[src/rtl/if_fetch_queue.sv]
// Instruction-fetch queue: issues PC addresses to instruction memory, tracks in-order
// responses in a DEPTH-entry ring and offers {pc, instr} pairs to decode.
module if_fetch_queue #(
   parameter  int DEPTH = 4,
   localparam int PTR_W = $clog2(DEPTH)
) (
   input  logic        clk,
   input  logic        rst,
   input  logic        pc_valid,
   input  logic [31:0] pc_addr,
   output logic        pc_ready,
   output logic        imem_req,
   output logic [31:0] imem_addr,
   input  logic        imem_gnt,
   input  logic        imem_rvalid,
   input  logic [31:0] imem_rdata,
   input  logic        flush,
   output logic        dec_valid,
   output logic [31:0] dec_pc,
   output logic [31:0] dec_instr,
   input  logic        dec_ready
);

   typedef enum logic {RUN, DRAIN} state_t;

   localparam logic [PTR_W:0] DEPTH_C = (PTR_W + 1)'(DEPTH);
   localparam logic [PTR_W:0] ONE_C   = (PTR_W + 1)'(1);

   state_t             state_q, state_d;
   logic [PTR_W:0]     alloc_q, alloc_d;
   logic [PTR_W:0]     fill_q, fill_d;
   logic [PTR_W:0]     rd_q, rd_d;
   logic [PTR_W:0]     drop_q, drop_d;
   logic [31:0]        pc_mem_q [DEPTH];
   logic [31:0]        pc_mem_d [DEPTH];
   logic [31:0]        instr_mem_q [DEPTH];
   logic [31:0]        instr_mem_d [DEPTH];

   logic [PTR_W:0]     used;
   logic [PTR_W:0]     pending;
   logic               fill_en;
   logic               pop;

   assign used      = alloc_q - rd_q;
   assign pending   = alloc_q - fill_q;
   // rst gating keeps the PC from advancing while the block is held in reset
   assign imem_req  = pc_valid & (used < DEPTH_C) & ~flush & (state_q == RUN) & ~rst;
   assign pc_ready  = imem_req & imem_gnt;
   assign imem_addr = pc_addr;
   assign dec_valid = (fill_q != rd_q) & ~flush;
   assign dec_pc    = pc_mem_q[rd_q[PTR_W-1:0]];
   assign dec_instr = instr_mem_q[rd_q[PTR_W-1:0]];
   assign fill_en   = imem_rvalid & (state_q == RUN) & (pending != '0);
   assign pop       = dec_valid & dec_ready;

   always_comb begin
      state_d     = state_q;
      alloc_d     = alloc_q;
      fill_d      = fill_q;
      rd_d        = rd_q;
      drop_d      = drop_q;
      pc_mem_d    = pc_mem_q;
      instr_mem_d = instr_mem_q;
      if (flush) begin
         fill_d = alloc_q;
         rd_d   = alloc_q;
         if (state_q == RUN) begin
            // a response landing in the flush cycle is already accounted for
            drop_d  = pending - (fill_en ? ONE_C : '0);
            state_d = (drop_d != '0) ? DRAIN : RUN;
         end else if (imem_rvalid) begin
            drop_d  = drop_q - ONE_C;
            state_d = (drop_q == ONE_C) ? RUN : DRAIN;
         end
      end else begin
         if (pc_ready) begin
            pc_mem_d[alloc_q[PTR_W-1:0]] = pc_addr;
            alloc_d = alloc_q + ONE_C;
         end
         if (fill_en) begin
            instr_mem_d[fill_q[PTR_W-1:0]] = imem_rdata;
            fill_d = fill_q + ONE_C;
         end
         if (pop) begin
            rd_d = rd_q + ONE_C;
         end
         if ((state_q == DRAIN) && imem_rvalid) begin
            drop_d  = drop_q - ONE_C;
            state_d = (drop_q == ONE_C) ? RUN : DRAIN;
         end
      end
   end

   always_ff @(posedge clk or posedge rst) begin
      if (rst) begin
         state_q <= RUN;
         alloc_q <= '0;
         fill_q  <= '0;
         rd_q    <= '0;
         drop_q  <= '0;
         for (int i = 0; i < DEPTH; i++) begin
            pc_mem_q[i]    <= '0;
            instr_mem_q[i] <= '0;
         end
      end else begin
         state_q     <= state_d;
         alloc_q     <= alloc_d;
         fill_q      <= fill_d;
         rd_q        <= rd_d;
         drop_q      <= drop_d;
         pc_mem_q    <= pc_mem_d;
         instr_mem_q <= instr_mem_d;
      end
   end

   // A response with nothing outstanding means the memory broke ordering
   always @(posedge clk) begin
      if (!rst) begin
         assert (!(imem_rvalid && (state_q == RUN) && (pending == '0)))
         else $error("imem_rvalid with no outstanding request");
      end
   end

endmodule

[config.mk]
export PLATFORM = sky130hd
export DESIGN_NAME = if_fetch_queue
export DESIGN_NICKNAME = d
export VERILOG_FILES = /design/src/rtl/if_fetch_queue.sv
export SDC_FILE = /design/constraint.sdc
export NUM_CORES = 1
export LEC_CHECK = 0
export ABC_AREA = 1
export BUFFER_PORTS_ARGS = -buffer_cell sky130_fd_sc_hd__buf_4
export CAP_MARGIN = 40
export CORE_MARGIN = 4
export CORE_UTILIZATION = 60
export DETAILED_ROUTE_END_ITERATION = 16
export GPL_TIMING_DRIVEN = 0
export PLACE_DENSITY = 0.84
export SYNTH_ARGS = -nofsm -noshare
export SYNTH_HDL_FRONTEND = slang
export SYNTH_SLANG_ARGS = --single-unit
[constraint.sdc]
create_clock -name clk -period 20.1 [get_ports clk]
set_input_delay 0 -clock clk [delete_from_list [all_inputs] [get_ports clk]]
set_output_delay 0 -clock clk [all_outputs]
set_load 0.03 [all_outputs]
Yosys cells after proc, flatten, opt, wreduce, memory -nomap -nowiden:

Cells that the tools add are included.

* flip-flop bits (word level): 269
* input port bits: 71
* output and inout bits: 99
* logic and storage cells: 82

* add/sub/neg operators: 7
* $lt $le $gt $ge: 6
* eq/ne operators: 3
* muxes and demuxes: 27
* bitwise operators: 15
* reduce and logical (&&, ||, !) cells: 11

Operators by type and width (count)
* 128-bit bitwise mux: 2
* 32-bit 2-to-1 mux: 6
* 32-bit binary-select mux with 2-bit select: 2
* 32-bit demux with 2-bit select: 2
* 3-bit 2-to-1 mux: 8
* 3-bit by 1-bit adder with 3-bit output (second input constant): 3
* 1-bit AND: 9
* 3-bit greater-or-equal comparator (second input constant): 3
* 2-bit NOT with 3-bit output: 3
* 1-bit 2-to-1 mux: 7
* 3-bit by 1-bit less-than comparator with 1-bit output (second input constant): 2
* 2-bit AND reduction: 3
* 2-bit nonzero test: 3
* 3-bit nonzero test: 2
* 3-bit subtractor: 2
* 3-bit by 1-bit equality test with 1-bit output (second input constant): 1
* 1-bit logical AND: 3
* 3-bit less-than comparator (second input constant): 1
* 3-bit != test: 1
* 3-bit != test (second input constant): 1
* 1-bit NOT: 3
* 3-bit by 1-bit subtractor with 3-bit output: 1
* 3-bit by 1-bit subtractor with 3-bit output (second input constant): 1

Longest topological paths before layout:

* depth in word-level cells: 9
* depth in mapped cells: 15
* depth with buffers taken out: 15

Worst setup path after synthesis:

OpenSTA, ideal clock, no wires.

* path kind: input to register
* start point: in rst
* end point: reg alloc_q[1]
* library setup time: 134 ps
* arrival: 7231 ps
* required time: 19966 ps
* slack: 12734 ps
* stages on the path: 6
* path buffers: 0
* cells stage by stage: inv_1 -> nand2_1 -> nor2_4 -> nand3_4 -> inv_1 -> o21ai_0

* cells in the longest elaborated chain, start to end: 4

RTL lines
* start, declared: line 8 `input logic rst,`
* 1-bit NOT: line 47 `assign imem_req = pc_valid & (used < DEPTH_C) & ~flush & (state_q == RUN) & ~rst;`
* 1-bit AND: line 47
* 1-bit AND: line 48 `assign pc_ready = imem_req & imem_gnt;`
* net pc_ready: line 11 `output logic pc_ready,`
* 2-bit AND reduction (no line)
* end signal, assigned: line 107 `alloc_q <= alloc_d;`
* end, declared: line 30 `logic [PTR_W:0] alloc_q, alloc_d;`

The timed path passes the listed nets, and every way through them passes these cells.
A chain may end at the register's enable or synchronous reset.

Final worst setup path:

* start point: reg rd_q[1]
* end point: out pc_ready

* cells in the longest elaborated chain, start to end: 7

RTL lines
* start, declared: line 32 `logic [PTR_W:0] rd_q, rd_d;`
* start signal, assigned: line 109 `rd_q <= rd_d;`
* 3-bit subtractor: line 44 `assign used = alloc_q - rd_q;`
* 3-bit less-than comparator: line 47
* 1-bit AND (4 in a row): line 47
* 1-bit AND: line 48
* end, declared: line 11

Every way passes these cells.

==> flow_summary_export.csv <==
group,metric,value,unit
final_layout,post_route_cells_drive_above_1_share,16.70,%
pwr,p_leak,8.316,nW
global_routing,grt_use_met2,52.56,%
timing,final_number_of_setup_violating_endpoints,0,
timing,tightest_slew,0.6711,ns
global_routing,via_count_of_the_first_global_routing_pass,12010,
global_routing,grt_first_pass_wirelength,61130,um
global_routing,grt.total_usage,31.55,%
die,floorplan.io_pins,170,
critical_path,crit_path_largest_cell_delay,0.49,ns
critical_path,worst_ep_arrival_time,3.40,ns
timing,setup_tns,0,ns
pwr,power.sequential.fraction,32.2,%
final_layout,areaGrowthSynthToFinish,26.44,%
die,initial_utilization,61.70,%
route,drt_iter0_markers,1213,
logic_synthesis,synth_nets,1618,
pwr,total_power,2.382,mW
timing,timing.final.crit_share,16.91,%
clock_tree,clk_transition_reported_paths,0.06,ns
pwr,clockPowerShare,22.9,%
pwr,pwr_dens,149.5,nW/um2
critical_path,crit_type,"flop to output port",
die,fp.dieH,152.9,um
clock_tree,numClockSinks,269,
place,gpl_wtd_cong,0.8574,
logic_synthesis,synth_edf_count,0,
timing,unrepaired_setup_endpoints_after_global_routing,"false",
logic_synthesis,postSynthRegisterBits,269,
pwr,switching_share,42.25,%
critical_path,critPathSlowestCell,"sky130_fd_sc_hd__clkbuf_1",
route,drc,0,
clock_tree,clock_path_buffers,3,
route,routed_wl,37320,um
critical_path,critical_path.cell_chain,"inv_1 > clkbuf_1 > clkbuf_1 > ha_1 > nand2_1 > nand3_1 > nand2_4 > nand3_4 > inv_1 > buf_4",
timing,clock.fmax,294.2,MHz
timing,max_slew_headroom_at_the_worst_pin,55.26,%
global_routing,grt_start_max_net_pins,120,
critical_path,crit_buf_inv,5,
global_routing,antenna_found_initial,1,
place,port_bufs,168,
clock_tree,worst_skew_pair.late_latency,0.55,ns
clock_tree,cts_max_level,1,
logic_synthesis,syn_inst,1531,
die,rows,52,
global_routing,met1_usage,41.85,%
route,routed-via-count,11980,
timing,timing.final.max_slew_violations,0,
logic_synthesis,synth-main-ff-cell,"sky130_fd_sc_hd__dfrtp_1",
logic_synthesis,async_flop_share,100.0,%
run,max-cap-violations,0,
pwr,cell_internal_power_dissipation,1.376,mW
logic_synthesis,yosysWarnings,0,
pwr,power.ir.vdd_worst,0.0001321,V
critical_path,worst-path-max-fanout,10,
logic_synthesis,synth_cell_type_count,32,
timing,hold_viol_final,0,
global_routing,grt.busiest_layer,"met2",
final_layout,finished_core_util,78.01,%
timing,layout_setup_ws,16.70,ns
place,detailedPlacementHpwl,23120,um
critical_path,timing.critical_path.required,20.10,ns
final_layout,design.final.nets,1887,
place,post-place-ws,17.02,ns
worst_hold_path,hold_path_class,"input port to async pin",
pwr,netSwitchingPower,1.006,mW
timing,final.setup_skew,0.02224,ns
route,routed_wire_length_per_instance,17.85,um
logic_synthesis,synth.avg_cell_area,8.233,um2
critical_path,cpLargestDelayFamily,"buffers and inverters",
logic_synthesis,portion_of_the_post_synthesis_area_used_by_sequential_elements,53.40,%
die,core,20430,um2
die,dieWidth,152.9,um
die,floorplan.die_area,23390,um2
critical_path,timing.critical_path.to_type,"output port",
clock_tree,cts_buffers,28,
route,routed_via_density,5.727,
clock_tree,clock-root-buffer,"sky130_fd_sc_hd__clkbuf_16",
logic_synthesis,syn_area,12600,um2
global_routing,gr-total-overflow,0,
critical_path,worst_setup_path_start_kind,"flop",
route,detailedRoute.firstPassIterationCount,6,
clock_tree,cts_tree,"built",
run_status,run_status,"finished clean",
pwr,combinationalPowerShare,44.9,%
timing,layout_min_cycle_time,3.399,ns
route,post_detailed_route_count_of_antenna_violating_nets,0,
global_routing,groute.layer.met3.usage,6.163,%
-- synthesized netlist by cell type, types with 10 or more instances --
cell type	number	area, um2
sky130_fd_sc_hd__buf_4	32	240.2
sky130_fd_sc_hd__nand2_1	554	2079
sky130_fd_sc_hd__buf_6	12	135.1
sky130_fd_sc_hd__o21ai_1	46	230.2
sky130_fd_sc_hd__nor2_1	130	488.0
sky130_fd_sc_hd__inv_1	64	240.2
sky130_fd_sc_hd__dfrtp_1	269	6731
sky130_fd_sc_hd__o22ai_1	64	400.4
sky130_fd_sc_hd__ha_1	15	187.7
sky130_fd_sc_hd__nand3_1	10	50.05
sky130_fd_sc_hd__buf_2	16	80.08
sky130_fd_sc_hd__o21ai_0	224	1121
sky130_fd_sc_hd__clkbuf_1	56	210.2
-- cells by family after synthesis --
kind of cell    after synthesis  share of synthesized area (%)
flops                       269                          53.40
buf+inv                     189                          7.524
compound gates              335                          13.94
simple gates                716                          23.07
fa+ha+maj                    16                          1.648
xor+xnor                      6                         0.4169
-- per-stage QoR --
| step | hold WS, ns | cell area, um2 | std cells |
|---|---|---|---|
| 2_1_floorplan | 0.1096 | 12600 | 1531 |
| 3_3_place_gp | 0.2366 | 14200 | 1969 |
| 5_1_grt | 0.1169 | 15940 | 2091 |
| 6_report | 0.07055 | 15940 | 2091 |
| 4_1_cts | 0.08063 | 15940 | 2090 |
| 3_5_place_dp | 0.1057 | 14270 | 1971 |
-- registers in the layout, summed over array words and instances, names as in the netlist --
register,cells
instr_mem_q,128
pc_mem_q,128
alloc_q,3
drop_q,3
fill_q,3
rd_q,3
state_q,1
-- what timing repair did --
action                                 CTS  global route
endpoints found under the hold margin  343             0
hold buffers                            69             0
resized for setup                        0             0
setup buffers                            0             0
-- power by group through the flow --
stage	Sequential [mW]	Clock (mW)	Combinational (mW)
finish	0.767	0.545	1.07
CTS	0.764	0.547	1.06
global placement	0.766	0	1.01
global route	0.782	0.570	1.16
detailed placement	0.770	0	1.04
floorplan	0.750	0	0.696
-- layout by cell type, fill, tap and decap left out, types with 28 or more instances in the layout --
cell type	Yosys	layout
sky130_fd_sc_hd__nand2_1	554	554
sky130_fd_sc_hd__o21ai_1	46	46
sky130_fd_sc_hd__buf_4	32	200
sky130_fd_sc_hd__clkbuf_1	56	57
sky130_fd_sc_hd__dfrtp_1	269	269
sky130_fd_sc_hd__dlygate4sd3_1	0	69
sky130_fd_sc_hd__inv_1	64	63
sky130_fd_sc_hd__o21ai_0	224	224
sky130_fd_sc_hd__clkbuf_16	0	28
sky130_fd_sc_hd__o22ai_1	64	64
sky130_fd_sc_hd__nor2_1	130	130
-- cell type report --
class / instances / area (um2)
diodes: 1 / 2.502
plain buffers: 124 / 704.4
well taps: 270 / 337.8
inverters: 65 / 251.5
clock buffers: 34 / 773.2
repair buffers: 239 / 2007
fillers: 1396 / 4492
flip-flops and latches: 269 / 6731
clock inverters: 16 / 205.2
multi-input cells: 1073 / 4925
-- final timing paths --
check,from,depth (start not counted),end,slack (ns)
worst max-delay path,rd_q[1],10,pc_ready,16.70
worst min-delay path,rst,3,instr_mem_q[78],0.07
worst max register to register,rd_q[1],12,pc_mem_q[118],16.82
worst min register to register,pc_mem_q[90],2,pc_mem_q[90],0.47
max in group asynchronous,rst,5,pc_mem_q[111],18.72
min in group clk,pc_valid,5,alloc_q[0],0.12
-- worst min-delay path: stages --
cell,delay (ns)
sky130_fd_sc_hd__dlygate4sd3_1,0.53
sky130_fd_sc_hd__buf_4,0.15
sky130_fd_sc_hd__inv_8,0.38
-- metal layers --
| layer | up-vias | share of wire [%] | wire length (um) |
|---|---|---|---|
| met4 | 0 | 2.5 | 935 |
| li1 | 5446 | - | - |
| met1 | 5765 | 39 | 14540 |
| met5 | - | 0 | 0 |
| met3 | 93 | 9.5 | 3557 |
| met2 | 671 | 49 | 18290 |
(Power assumes the default switching activity.)
